<file path="config.mk">
export PLATFORM = sky130hd
export DESIGN_NAME = axi_stream_packet_len_guard_flat
export DESIGN_NICKNAME = d
export VERILOG_FILES = /design/src/rtl/axi_stream_packet_len_guard_pkg.sv /design/src/rtl/axi_stream_packet_len_guard_if.sv /design/src/rtl/axi_stream_packet_len_guard_out_reg_slice.sv /design/src/rtl/axi_stream_packet_len_guard.sv /design/src/flat_wrapper.sv
export SDC_FILE = /design/constraint.sdc
export NUM_CORES = 1
export LEC_CHECK = 0
export CAP_MARGIN = 40
export CORE_MARGIN = 5
export CORE_UTILIZATION = 50
export DETAILED_ROUTE_END_ITERATION = 6
export GPL_ROUTABILITY_DRIVEN = 0
export PLACE_DENSITY = 0.94
export SKIP_LAST_GASP = 1
export SLEW_MARGIN = 20
export SYNTH_ARGS = -nofsm -noshare
export SYNTH_HDL_FRONTEND = slang
export SYNTH_SLANG_ARGS = --single-unit
</file>
<file path="constraint.sdc">
create_clock -name aclk -period 3.7 [get_ports aclk]
set_input_delay 0.74 -clock aclk [delete_from_list [all_inputs] [get_ports aclk]]
set_output_delay 0.74 -clock aclk [all_outputs]
set_load 0.02 [all_outputs]
</file>
<file path="src/rtl/axi_stream_packet_len_guard_pkg.sv">
// Shared types for the AXI-Stream packet length guard.
// Latency: n/a (types and constants only).
// Backpressure: n/a.
package axi_stream_pkg;

  // PASS forwards beats; DROP swallows the tail of a truncated packet.
  typedef enum logic {
    PASS = 1'b0,
    DROP = 1'b1
  } len_guard_state_e;

  // Beat counter width. MAX_BEATS-1 always fits, so the counter cannot wrap.
  localparam int CNT_W = 16;

endpackage

</file>
<file path="src/rtl/axi_stream_packet_len_guard_if.sv">
// AXI-Stream bundle: tdata/tkeep/tvalid/tlast forward, tready backward.
// Latency: n/a (wires only).
// Backpressure: tready driven by the slave side.
// Modports: master drives the payload and samples tready; slave is the mirror.
interface axis_if #(
  parameter int DSIZE = 32,
  parameter int KSIZE = DSIZE / 8
) ();

  logic [DSIZE-1:0] tdata;
  logic [KSIZE-1:0] tkeep;
  logic             tvalid;
  logic             tlast;
  logic             tready;

  modport master (
    output tdata,
    output tkeep,
    output tvalid,
    output tlast,
    input  tready
  );

  modport slave (
    input  tdata,
    input  tkeep,
    input  tvalid,
    input  tlast,
    output tready
  );

endinterface

</file>
<file path="src/rtl/axi_stream_packet_len_guard_out_reg_slice.sv">
// One-stage AXI-Stream output register (reusable).
// Latency: 1 cycle from load to out_tvalid.
// Backpressure: load_ready = !out_tvalid || out_tready; holds out_* while stalled.
// Ports: clk/rst_n; load + data/keep/last in; out_t* stream out; out_tready in.
module axis_out_reg_slice #(
  parameter int DSIZE = 32,
  parameter int KSIZE = DSIZE / 8
) (
  input  logic             clk,
  input  logic             rst_n,
  input  logic             load,
  input  logic [DSIZE-1:0] data,
  input  logic [KSIZE-1:0] keep,
  input  logic             last,
  output logic             load_ready,
  output logic [DSIZE-1:0] out_tdata,
  output logic [KSIZE-1:0] out_tkeep,
  output logic             out_tvalid,
  output logic             out_tlast,
  input  logic             out_tready
);

  // Accept a new beat when empty or when the held beat drains this cycle;
  // this gives 1 beat/cycle with a single register.
  assign load_ready = !out_tvalid || out_tready;

  always_ff @(posedge clk or negedge rst_n) begin
    if (!rst_n) begin
      out_tvalid <= 1'b0;
      out_tdata  <= '0;
      out_tkeep  <= '0;
      out_tlast  <= 1'b0;
    end else if (load) begin
      out_tvalid <= 1'b1;
      out_tdata  <= data;
      out_tkeep  <= keep;
      out_tlast  <= last;
    end else if (out_tready) begin
      out_tvalid <= 1'b0;
    end
  end

endmodule

</file>
<file path="src/rtl/axi_stream_packet_len_guard.sv">
// Caps AXI-Stream packets at MAX_BEATS (1..65535), forcing tlast and dropping the tail.
// Latency: 1 cycle (registered output); 1 beat/cycle, no bubble between packets.
// Backpressure: in_tready follows the output register in PASS; always 1 while dropping.
// Ports: aclk/aresetn; upstream (slave) and downstream (master) streams;
//        trunc_pulse marks the forced-tlast beat as it appears; trunc_cnt saturates.
// aresetn asserts asynchronously; its release is expected to be synchronised upstream.
module axi_stream_packet_len_guard
  import axi_stream_pkg::*;
#(
  parameter int    DSIZE     = 32,
  parameter int    KSIZE     = DSIZE / 8,
  parameter string USE_KEEP  = "OFF",
  parameter int    MAX_BEATS = 8096
) (
  input  logic             aclk,
  input  logic             aresetn,
  axis_if.slave            upstream,
  axis_if.master           downstream,
  output logic             trunc_pulse,
  output logic [CNT_W-1:0] trunc_cnt
);

  localparam logic [CNT_W-1:0] LAST_IDX = CNT_W'(MAX_BEATS - 1);
  localparam bit               KEEP_ON  = (USE_KEEP == "ON");

  len_guard_state_e state;
  len_guard_state_e state_nxt;
  logic [CNT_W-1:0] beat_cnt;
  logic             in_ready;
  logic             acc;
  logic             load;
  logic             cut;
  logic             load_ready;
  logic [KSIZE-1:0] keep_in;

  assign upstream.tready = in_ready;
  assign acc             = upstream.tvalid && in_ready;

  // With keep disabled, all-ones is loaded per beat so reset still reads zero.
  assign keep_in = KEEP_ON ? upstream.tkeep : {KSIZE{1'b1}};

  // State register.
  always_ff @(posedge aclk or negedge aresetn) begin
    if (!aresetn) begin
      state <= PASS;
    end else begin
      state <= state_nxt;
    end
  end

  // Next-state logic.
  always_comb begin
    state_nxt = state;
    case (state)
      PASS:    if (cut) state_nxt = DROP;
      DROP:    if (acc && upstream.tlast) state_nxt = PASS;
      default: state_nxt = PASS;
    endcase
  end

  // Outputs. Written from tvalid/load_ready directly rather than acc so there
  // is no loop through in_ready.
  always_comb begin
    in_ready = 1'b0;
    load     = 1'b0;
    cut      = 1'b0;
    case (state)
      PASS: begin
        in_ready = load_ready;
        load     = upstream.tvalid && load_ready;
        cut      = upstream.tvalid && load_ready && !upstream.tlast &&
                   (beat_cnt == LAST_IDX);
      end
      DROP: begin
        in_ready = 1'b1;
      end
      default: begin
        in_ready = 1'b0;
      end
    endcase
  end

  // Beat counter and truncation status. The pulse is registered so it lines
  // up with the forced-tlast beat appearing on the output register.
  always_ff @(posedge aclk or negedge aresetn) begin
    if (!aresetn) begin
      beat_cnt    <= '0;
      trunc_pulse <= 1'b0;
      trunc_cnt   <= '0;
    end else begin
      trunc_pulse <= cut;
      if (cut && (trunc_cnt != {CNT_W{1'b1}})) begin
        trunc_cnt <= trunc_cnt + 1'b1;
      end
      if ((state == DROP) || cut || (load && upstream.tlast)) begin
        beat_cnt <= '0;
      end else if (load) begin
        beat_cnt <= beat_cnt + 1'b1;
      end
    end
  end

  axis_out_reg_slice #(
    .DSIZE (DSIZE),
    .KSIZE (KSIZE)
  ) u_out_reg (
    .clk        (aclk),
    .rst_n      (aresetn),
    .load       (load),
    .data       (upstream.tdata),
    .keep       (keep_in),
    .last       (upstream.tlast || cut),
    .load_ready (load_ready),
    .out_tdata  (downstream.tdata),
    .out_tkeep  (downstream.tkeep),
    .out_tvalid (downstream.tvalid),
    .out_tlast  (downstream.tlast),
    .out_tready (downstream.tready)
  );

endmodule

</file>
<file path="src/flat_wrapper.sv">
// flat-port wrapper written by rule: the top's interface ports become plain ports
module axi_stream_packet_len_guard_flat import axi_stream_pkg::*;
#(
  parameter int    DSIZE     = 32,
  parameter int    KSIZE     = DSIZE / 8,
  parameter string USE_KEEP  = "   ",
  parameter int    MAX_BEATS = 8096
)
  (aclk, aresetn, trunc_pulse, trunc_cnt, upstream_tdata, upstream_tkeep, upstream_tvalid, upstream_tlast, upstream_tready, downstream_tdata, downstream_tkeep, downstream_tvalid, downstream_tlast, downstream_tready);
  axis_if #(.DSIZE(DSIZE), .KSIZE(KSIZE)) upstream_i ();
  axis_if #(.DSIZE(DSIZE), .KSIZE(KSIZE)) downstream_i ();
  input  logic aclk;
  input  logic aresetn;
  output logic trunc_pulse;
  output logic [CNT_W-1:0] trunc_cnt;
  input wire logic [$bits(upstream_i.tdata)-1:0] upstream_tdata;
  input wire logic [$bits(upstream_i.tkeep)-1:0] upstream_tkeep;
  input wire logic [$bits(upstream_i.tvalid)-1:0] upstream_tvalid;
  input wire logic [$bits(upstream_i.tlast)-1:0] upstream_tlast;
  output wire logic [$bits(upstream_i.tready)-1:0] upstream_tready;
  output wire logic [$bits(downstream_i.tdata)-1:0] downstream_tdata;
  output wire logic [$bits(downstream_i.tkeep)-1:0] downstream_tkeep;
  output wire logic [$bits(downstream_i.tvalid)-1:0] downstream_tvalid;
  output wire logic [$bits(downstream_i.tlast)-1:0] downstream_tlast;
  input wire logic [$bits(downstream_i.tready)-1:0] downstream_tready;
  assign upstream_i.tdata = upstream_tdata;
  assign upstream_i.tkeep = upstream_tkeep;
  assign upstream_i.tvalid = upstream_tvalid;
  assign upstream_i.tlast = upstream_tlast;
  assign upstream_tready = upstream_i.tready;
  assign downstream_tdata = downstream_i.tdata;
  assign downstream_tkeep = downstream_i.tkeep;
  assign downstream_tvalid = downstream_i.tvalid;
  assign downstream_tlast = downstream_i.tlast;
  assign downstream_i.tready = downstream_tready;
  axi_stream_packet_len_guard #(.DSIZE(DSIZE), .KSIZE(KSIZE), .USE_KEEP(USE_KEEP), .MAX_BEATS(MAX_BEATS)) u_core (.aclk(aclk), .aresetn(aresetn), .upstream(upstream_i), .downstream(downstream_i), .trunc_pulse(trunc_pulse), .trunc_cnt(trunc_cnt));
endmodule
</file>
==> qor.yml, run 1 <==
synthesis:
  ys_warn_count: 0
  netlist.area_leader.share_pct: 56.8
  synthArstFlopShare_pct: 100
  synth.most_common_cell: "nand2_1"
  syn_avg_cell_area_sq_um: 9.91
  ys_types: 35
  synthesis.area_sq_um: 3040
  ys.flop_type: "dfrtp_1"
  ys_seq_area_share_pct: 56.8
  mappedNetlistNets: 350
  ys_ff_latch: 69
  synth_commonest_cells: "nand2_1, dfrtp_1, nor2_1"
  synth_top_cells_by_area: "dfrtp_1, nand2_1, xnor2_1"
  synth-edff-count: 0
  syn_inst: 307
  synth_top_area_cell: "dfrtp_1"
finish:
  ff_latch_area_sq_um: 1730
  layout.nets: 444
  drive_above_1_share_pct: 8.13
  multiInputGateArea_sq_um: 1230
  syn_to_final_growth_pct: 38.1
  final_cell_area_sq_um: 4200
  final.fill_count: 445
  antennaDiodeCount: 0
clocking:
  cts_buffers: 9
  clk_pin_slew_ns: 0.07
  clockBufferDepth: 2
  h-tree-depth: 3
  cts_setup_buffers: 0
  numClockSinks: 69
  cts_tree: "built"
  cts_root_buffer: "clkbuf_8"
  worstSkewPairLatency_ns: 0.33
  hold_buffers: 0
  ctsResizeCount: 0
setup_path:
  crit_family: "buffers and inverters"
  crit_fanout: 5
  cpMostUsedCell: "clkdlybuf4s50_1"
  path_buf_inv: 2
  critPathKind: "input pin to output port"
  max_stage_delay_ns: 0.54
  crit_required_ns: 2.96
  cp-start-kind: "input pin"
  r2r-start: "u_core.beat_cnt[0]"
  r2r_slack_ns: 1.46
  r2r-end: "u_core.trunc_cnt[4]"
  crit_path_top_delay_cell: "clkdlybuf4s50_1"
  reg2regPathDepth: 6
  path_cells: "clkdlybuf4s50_1 -> nor2b_4 -> nand2b_1 -> clkdlybuf4s50_1"
  crit_arrival_ns: 2.02
  end_kind: "output port"
timing:
  max_slew.worst_pin.slew_ns: 0.629
  hold_ws_ns: 0.395
  slew_viol_final: 0
  period_share_pct: 74.7
  fin_ws_ns: 0.936
  tns_ns: 0
  fin_skew_ns: 0.00967
  fin_crit_ns: 2.76
  fmax_mhz: 362
  max_slew_margin_pct: 58.0
  setup_violations: 0
  hold_viol_final: 0
  rsz0062_at_grt: "no"
global_route:
  grt_max_degree: 36
  antenna_found_initial: 0
  first_global_vias: 2558
  met3_usage_pct: 7.71
  grt_pass1_wl_um: 11800
  top_usage_layer: "met2"
  use_met1_pct: 23.1
  globalRoute.totalOverflow: 0
  use_met2_pct: 33.3
  grt_use_total_pct: 19.8
die:
  core-area_sq_um: 5920
  rows: 28
  die_y_um: 88.0
  start_util_pct: 51.4
  fp.dieW_um: 88.0
  pin_count: 97
  dieArea_sq_um: 7740
status:
  outcome: "completed"
place:
  place_ws_ns: 0.732
  placed_area_sq_um: 4020
  hpwlAfterDp_um: 5170
  portBuffers: 92
routing:
  drc: 0
  routed_via_density: 5.07
  drt-wirelength-per-cell_um: 14.6
  drt_pre_antenna_iters: 4
  vias: 2437
  ant_nets: 0
  drt_iter0_markers: 114
  wirelength_um: 7030
flow_run:
  maxCapViolations: 0
min_path:
  min_path_type: "input pin to asynchronous set/reset pin"
power:
  leakagePower_nw: 1.99
  power.density_nw_per_um2: 414
  total_power_w: 0.00174
  vdd_drop_max_uv: 262
## stage by stage
stage,cells,util (%)
after floorplan,307,-
after global placement,464,67.6
after detailed placement,465,67.9
after CTS,481,70.9
after global routing,481,70.9
final,481,70.9
## cell families (layout without fill, tap and decap cells)
group,after synthesis,in the layout,synth area share (%)
xor+xnor,27,27,7.77
buf+inv,15,114,2.72
flops,69,69,56.8
fa+ha+maj,2,2,0.823
compound gates,7,7,1.44
mux,2,2,0.740
simple gates,185,185,29.7
## placed cells by master, fill, tap and decap left out, types with 2 or more instances in the layout
| cell | instances |
|---|---|
| and4_1 | 2 |
| xnor2_1 | 15 |
| mux2_1 | 2 |
| clkdlybuf4s50_1 | 91 |
| buf_4 | 3 |
| nor3_1 | 3 |
| xor2_1 | 12 |
| nor2_1 | 22 |
| clkbuf_8 | 11 |
| clkinvlp_4 | 2 |
| inv_1 | 2 |
| a31oi_1 | 2 |
| nand2b_1 | 5 |
| ha_1 | 2 |
| nand2_1 | 111 |
| nor4_4 | 2 |
| dfrtp_1 | 69 |
| nand3_1 | 11 |
| nor2_2 | 2 |
| nand4_1 | 7 |
| nand4_2 | 2 |
| a21oi_1 | 3 |
| clkbuf_1 | 2 |
| and3_1 | 5 |
| nor4_1 | 3 |
## where the power goes
part | internal [W] | switching [W]
Sequential | 0.000819 | 0.0000412
Clock | 0.000279 | 0.000270
Combinational | 0.000158 | 0.000173
## layer usage
layer / part of all wire, % / vias up
met1: 41 / 1176
met2: 49 / 65
met4: 1.5 / 0
met3: 8.8 / 9
li1: - / 1187
met5: 0 / -
## cell type report
cell class | instances | share of cell area, %
flip-flops and latches | 69 | 41.1
multi-input cells | 223 | 29.4
repair buffers | 96 | 22.8
clock buffers | 13 | 3.78
well taps | 75 | 2.23
clock inverters | 3 | 0.477
inverters | 2 | 0.179
## worst register-to-register path, cell delays in order (launching register included)
cell and delay [ns]:
dfrtp_1 0.38, ha_1 0.18, nand2_1 0.10, or3_1 0.54, nor3_4 0.55, and4_1 0.27
xor2_1 0.14
## how the worst max path moves through the flow
stage	startpoint	to	slack, ns	cells after the start
global placement	upstream_tvalid	u_core.trunc_cnt[1]	0.81	5
global route	downstream_tready	upstream_tready	0.88	4
CTS	downstream_tready	upstream_tready	0.92	4
detailed placement	upstream_tvalid	u_core.trunc_cnt[1]	0.73	5
floorplan	downstream_tready	u_core.trunc_cnt[1]	1.62	6
finish	downstream_tready	upstream_tready	0.94	4
## state kept, by name (all words and copies together), names as in the netlist
| signal | cells |
|---|---|
| u_core.beat_cnt | 16 |
| u_core.u_out_reg.out_tvalid | 1 |
| u_core.state | 1 |
| u_core.u_out_reg.out_tdata | 32 |
| u_core.u_out_reg.out_tlast | 1 |
| u_core.trunc_pulse | 1 |
| u_core.trunc_cnt | 16 |
| u_core.u_out_reg.out_tkeep | 1 |
Power figures use the tool's default switching activity.
==> run 2: changes to the inputs <==
--- a/config.mk
+++ b/config.mk
@@ -7,10 +7,10 @@
 export LEC_CHECK = 0
 export CAP_MARGIN = 40
 export CORE_MARGIN = 5
-export CORE_UTILIZATION = 50
+export CORE_UTILIZATION = 42
 export DETAILED_ROUTE_END_ITERATION = 6
 export GPL_ROUTABILITY_DRIVEN = 0
-export PLACE_DENSITY = 0.94
+export PLACE_DENSITY = 0.86
 export SKIP_LAST_GASP = 1
 export SLEW_MARGIN = 20
 export SYNTH_ARGS = -nofsm -noshare
==> constraint.sdc (replaced) <==
create_clock -name aclk -period 2.4 [get_ports aclk]
set_input_delay 0.48 -clock aclk [delete_from_list [all_inputs] [get_ports aclk]]
set_output_delay 0.48 -clock aclk [all_outputs]
set_load 0.02 [all_outputs]
==> run 2 against run 1 <==
Effect of this change:
- global-route usage is 2.2 points lower
- via count is 1.9% higher
- critical path depth is 3 higher
==> qor.yml, run 2 (same netlist as run 1, synthesis figures left out) <==
status:
  outcome: "completed"
global_route:
  globalRoute.totalOverflow: 0
  grt_max_degree: 41
  grt_pass1_wl_um: 12400
  grt_use_total_pct: 17.6
  antenna_found_initial: 0
  first_global_vias: 2704
clocking:
  clk_pin_slew_ns: 0.08
  worstSkewPairLatency_ns: 0.34
  cts_setup_buffers: 0
  cts_tree: "built"
  clockBufferDepth: 2
  numClockSinks: 69
  h-tree-depth: 3
  cts_buffers: 9
  cts_root_buffer: "clkbuf_8"
routing:
  drc: 0
  drt-wirelength-per-cell_um: 14.0
  wirelength_um: 7250
  routed_via_density: 4.81
  ant_nets: 0
  drt_iter0_markers: 110
  vias: 2484
  drt_pre_antenna_iters: 4
finish:
  final_cell_area_sq_um: 4320
  final_common_cell: "nand2_1"
  biggestRegsByFlops: "u_core.u_out_reg.out_tdata x32, u_core.beat_cnt x16, u_core.trunc_cnt x16"
  layout.nets: 455
  drive_above_1_share_pct: 10.8
  final.fill_count: 630
  regMostFlops: "u_core.u_out_reg.out_tdata"
  largest_reg_flops: 32
  layout_common_cells: "nand2_1, clkdlybuf4s50_1, dfrtp_1"
  antennaDiodeCount: 0
  instances_no_fill: 516
  syn_to_final_growth_pct: 41.9
timing:
  fmax_mhz: 484
  hold_ws_ns: 0.198
  rsz0062_at_grt: "no"
  fin_crit_ns: 2.07
  hold_viol_final: 0
  slew_viol_final: 0
  max_slew_margin_pct: 51.5
  max_slew.worst_pin.slew_ns: 0.728
  period_share_pct: 86.1
  setup_violations: 0
  fin_skew_ns: 0.00799
  tns_ns: 0
die:
  start_util_pct: 42.6
  core-area_sq_um: 7140
  fp.dieW_um: 95.1
  pin_count: 97
  rows: 31
  dieArea_sq_um: 9040
  die_y_um: 95.1
power:
  power.density_nw_per_um2: 616
  vdd_drop_max_uv: 416
  total_power_w: 0.00266
  leakagePower_nw: 2.05
place:
  portBuffers: 92
  hpwlAfterDp_um: 5370
  placed_area_sq_um: 4150
  post-place-cells: 500
setup_path:
  critPathKind: "input pin to flop"
  crit_arrival_ns: 2.29
  cp-start-kind: "input pin"
  crit_fanout: 3
  crit_required_ns: 2.62
  end_kind: "flop"
flow_run:
  maxCapViolations: 0
min_path:
  min_path_type: "input pin to asynchronous set/reset pin"
## run 2: cell types whose count changed in the layout (fill, tap and decap cells not counted), sizes merged
cell	before	now
inv	2	3
clkdlybuf4s50	91	90
buf	5	16
clkbuf	13	10
dlymetal6s2s	0	1
clkinv	1	3
## run 2: layout make-up
type	instances	area [sq um]	area share (%)
inverters	2	7.51	0.174
flip-flops and latches	69	1730	40.0
well taps	99	124	2.87
repair buffers	107	1060	24.5
clock inverters	6	38.8	0.899
clock buffers	10	128	2.96
multi-input cells	223	1230	28.6
## run 2: power by group
group          switching (W)  internal [W]  total (W)
Sequential         0.0000705       0.00126    0.00133
Clock               0.000434      0.000373   0.000807
Combinational       0.000269      0.000250   0.000518
## run 2: timing repair
item,CTS,global route
endpoints found under the setup margin,0,1
hold buffers,0,0
hold endpoints to repair,0,0
resized for setup,0,1
## run 2: critical path, cell delays in order
cell and delay, ns:
clkdlybuf4s50_1 0.53, nor2b_4 0.05, or3_1 0.46, buf_4 0.19, nor2_2 0.14, nand4_1 0.11
mux2_1 0.32
## run 2: metal layers
| metal | wire, um | track usage, % | vias up | part of all wire, % |
|---|---|---|---|---|
| met4 | 131 | 7.33 | 0 | 1.8 |
| met5 | 0 | 0 | - | 0 |
| met3 | 613 | 6.79 | 12 | 8.5 |
| met2 | 3590 | 29.9 | 75 | 50 |
| met1 | 2910 | 19.7 | 1191 | 40 |
| li1 | - | - | 1206 | - |
## run 2: path summary, 6_finish.rpt
| path | start | endpoint | slack (ns) | depth (start not counted) |
|---|---|---|---|---|
| max in group asynchronous | aresetn | u_core.u_out_reg.out_tdata[23] | 1.55 | 2 |
| min reg2reg | u_core.u_out_reg.out_tlast | u_core.u_out_reg.out_tlast | 0.47 | 2 |
| max reg2reg | u_core.beat_cnt[0] | u_core.trunc_cnt[14] | 0.37 | 7 |
| min | aresetn | u_core.trunc_cnt[0] | 0.20 | 1 |
| max | downstream_tready | u_core.trunc_cnt[14] | 0.33 | 7 |
| min in group aclk | u_core.u_out_reg.out_tlast | u_core.u_out_reg.out_tlast | 0.47 | 2 |
## run 2: through the flow
step / setup WS (ns) / utilization (%)
after floorplan: 0.475 / -
after global placement: 0.0207 / 58.1
after detailed placement: -0.0315 / 58.1
after CTS: 0.0390 / 60.4
after global routing: 0.220 / 60.5
final: 0.335 / 60.5
==> run 3: changes to the inputs <==
--- a/config.mk
+++ b/config.mk
@@ -9,7 +9,6 @@
 export CORE_MARGIN = 5
 export CORE_UTILIZATION = 42
 export DETAILED_ROUTE_END_ITERATION = 6
-export GPL_ROUTABILITY_DRIVEN = 0
 export PLACE_DENSITY = 0.86
 export SKIP_LAST_GASP = 1
 export SLEW_MARGIN = 20
==> results of run 3 <==
Same layout as run 2: the final DEF is identical, and so are final timing and power.
==> patch, RTL diff (settings of run 3) <==
`MAX_BEATS` is set to 8096 in 2 places; all go to 4048.
--- a/src/rtl/axi_stream_packet_len_guard.sv
+++ b/src/rtl/axi_stream_packet_len_guard.sv
@@ -10,7 +10,7 @@
   parameter int    DSIZE     = 32,
   parameter int    KSIZE     = DSIZE / 8,
   parameter string USE_KEEP  = "OFF",
-  parameter int    MAX_BEATS = 8096
+  parameter int    MAX_BEATS = 4048
 ) (
   input  logic             aclk,
   input  logic             aresetn,
--- a/src/flat_wrapper.sv
+++ b/src/flat_wrapper.sv
@@ -4,7 +4,7 @@
   parameter int    DSIZE     = 32,
   parameter int    KSIZE     = DSIZE / 8,
   parameter string USE_KEEP  = "   ",
-  parameter int    MAX_BEATS = 8096
+  parameter int    MAX_BEATS = 4048
 )
   (aclk, aresetn, trunc_pulse, trunc_cnt, upstream_tdata, upstream_tkeep, upstream_tvalid, upstream_tlast, upstream_tready, downstream_tdata, downstream_tkeep, downstream_tvalid, downstream_tlast, downstream_tready);
   axis_if #(.DSIZE(DSIZE), .KSIZE(KSIZE)) upstream_i ();
Check against the original RTL: same outputs for any inputs over 10 cycles, from zero or initial values and one cycle with aresetn low; that may be too few to reach the edited logic, so the function may still have changed.
==> patch against run 3 <==
Cell area is 3.2% higher; via count shrank 8.1%; utilization rose by 4.4 points; power up 17%; routed wire length decreased by 3.3%; sequential cell count stayed put; setup slack got worse by 0.33 ns; area after synthesis fell by 1.8%; die area shrank 1.6%.
==> patch: results (changes against run 3) <==
[status]
status = complete, no violations

[place]
io_buffer_count = 92  ; unchanged
finalWeightedCongestion = 0.7959  ; -5.9%
placed_cells = 443  ; -11%
place_area_sq_um = 4133  ; -0.33%
dp_hpwl_um = 5049  ; -6.0%

[clock_network]
cts-root-buf = clkbuf_8
ctsLongestPathBuffers = 2  ; unchanged
clk_latency_ns = 0.35
cts_made_buffers = 9  ; unchanged
clkTransAtPathRegs_ns = 0.08  ; about the same

[synthesis]
synth_compound_area_share_pct = 2.261  ; +0.82 points
seq_area_frac_synth_pct = 57.79  ; +1.0 points
synth_xor_area_share_pct = 7.328  ; -0.45 points
synth.distinct_cells = 31  ; -11%
synthCells = 250  ; -19%
netlist_top_cells_area = dfrtp_1, mux2_2, xnor2_1
synthAdderAreaFrac_pct = 0.8375  ; +0.015 points
ys.flop_type = dfrtp_1
async_flop_share_pct = 100.0  ; unchanged
synth_fp_nets = 293  ; -16%
synth_mux_area_share_pct = 13.57  ; +13 points
synth_common_cells = dfrtp_1, mux2_2, nand2_1, nor2_1, xnor2_1
yosysWarnings = 0  ; unchanged

[drt]
wl_um = 7005  ; -3.3%
wl_per_cell_um = 15.13  ; +7.7%
drt_iter0_markers = 120  ; +9.1%
avgViaCountPerCell = 4.933  ; +2.5%
drt_pass1_iterations = 4  ; unchanged

[floorplanning]
rows = 30  ; -3.2%

[pwr]
leakagePower_nw = 1.884  ; -8.0%
peakVddDrop_uv = 469.2  ; +13%

[final_layout]
drive_above_1_share_pct = 22.34  ; +12 points
layout.nets = 405  ; -11%
antennaDiodeCount = 0  ; unchanged
largestRegisters = u_core.u_out_reg.out_tdata: 32 flops, u_core.beat_cnt: 16 flops, u_core.trunc_cnt: 16 flops
n_fill_cell = 525  ; -17%

[global_routing]
grtUsageMet1_pct = 21.16  ; +1.5 points
grt_pass1_wl_um = 11810  ; -4.6%
grt_max_degree = 45  ; +9.8%
use_met3_pct = 4.542  ; -2.2 points
antenna_found_initial = 0  ; unchanged
grt_util_met2_pct = 28.72  ; -1.2 points
track_usage_pct = 16.97  ; -0.62 points
grt_pass1_vias = 2383  ; -12%

[setup_path]
rr_worst_depth = 7  ; unchanged
critPathMaxFanout = 6  ; +3
max_stage_delay_ns = 0.57  ; +0.04 ns
r2r-start = u_core.beat_cnt[5]
arrival_ns = 2.62  ; +0.33 ns
rrSetupSlack_ns = 0.009  ; -0.36 ns
worst_path_max_delay_cell = or4_4
r2r-end = u_core.trunc_cnt[9]

[timing]
max_slew_margin_pct = 55.26  ; +3.8 points
hold_slack_ns = 0.1445  ; -0.05387 ns
hold_violations = 0  ; unchanged
slew_viol_final = 0  ; unchanged
skew_ns = 0.01155  ; +0.003563 ns

[worst_hold_path]
min_path_type = primary input to asynchronous set/reset pin

-- patch: cell count changes after synthesis, sizes merged, moves of 5 or more --
cell / run 3 / this run
nor3: 5 / 10
nand2: 111 / 20
nor2: 24 / 19
mux2: 2 / 36
xor2: 12 / 6
-- patch: layer usage --
layer | vias to the layer above | share of wire [%]
li1 | 1085 | -
met1 | 1141 | 42
met2 | 50 | 53
met3 | 8 | 4.7
met4 | 0 | 0.69
met5 | - | 0
-- patch: logic make-up after synthesis --
group,Yosys count
buf+inv,14
xor+xnor,25
mux,36
simple gates,93
flops,69
fa+ha+maj,2
compound gates,11
-- patch: per-stage QoR --
stage               worst slack (ns)  utilization, %
finish                      0.009154           64.83
global route                -0.08297           64.83
CTS                         -0.04857           64.83
detailed placement           -0.5053           60.16
floorplan                    0.04564               -
global placement             -0.4866           60.16
-- patch: worst max path at each step --
stage | start | end | cells past startpoint
floorplan | upstream_tlast | u_core.trunc_cnt[11] | 6
global placement | upstream_tlast | u_core.trunc_cnt[1] | 6
detailed placement | upstream_tlast | u_core.trunc_cnt[5] | 8
CTS | u_core.beat_cnt[5] | u_core.trunc_cnt[9] | 7
global route | u_core.beat_cnt[5] | u_core.trunc_cnt[9] | 7
finish | u_core.beat_cnt[5] | u_core.trunc_cnt[9] | 7
-- patch: critical path, delay by kind of cell, from the launching register on --
kind / cells / cell delay [ns]
AO/OA/AOI/OAI: 1 / 0.28
XOR/XNOR: 1 / 0.16
buffers and inverters: 2 / 0.25
flip-flops: 1 / 0.38
AND/OR/NAND/NOR: 3 / 1.20
-- patch: cell type report --
cell class,count,area (sq um),share of cell area [%]
Sequential cell,69,1727,38.78
Multi-Input combinational cell,167,1214,27.25
Timing Repair Buffer,112,1110,24.92
Clock buffer,10,137.6,3.091
Clock inverter,6,133.9,3.006
Tap cell,96,120.1,2.697
Inverter,3,11.26,0.2529
-- patch: power breakdown --
part | switching, mW | internal (mW) | total, mW
Sequential | 0.0513 | 1.26 | 1.31
Clock | 0.441 | 0.824 | 1.27
Combinational | 0.250 | 0.297 | 0.547
-- patch: timing repair --
action	4_1_cts	5_1_grt
resized for setup	8	0
pin swaps	6	2
setup buffers	4	0
hold endpoints to repair	0	0
cloned	0	0
endpoints found under the setup margin	14	12
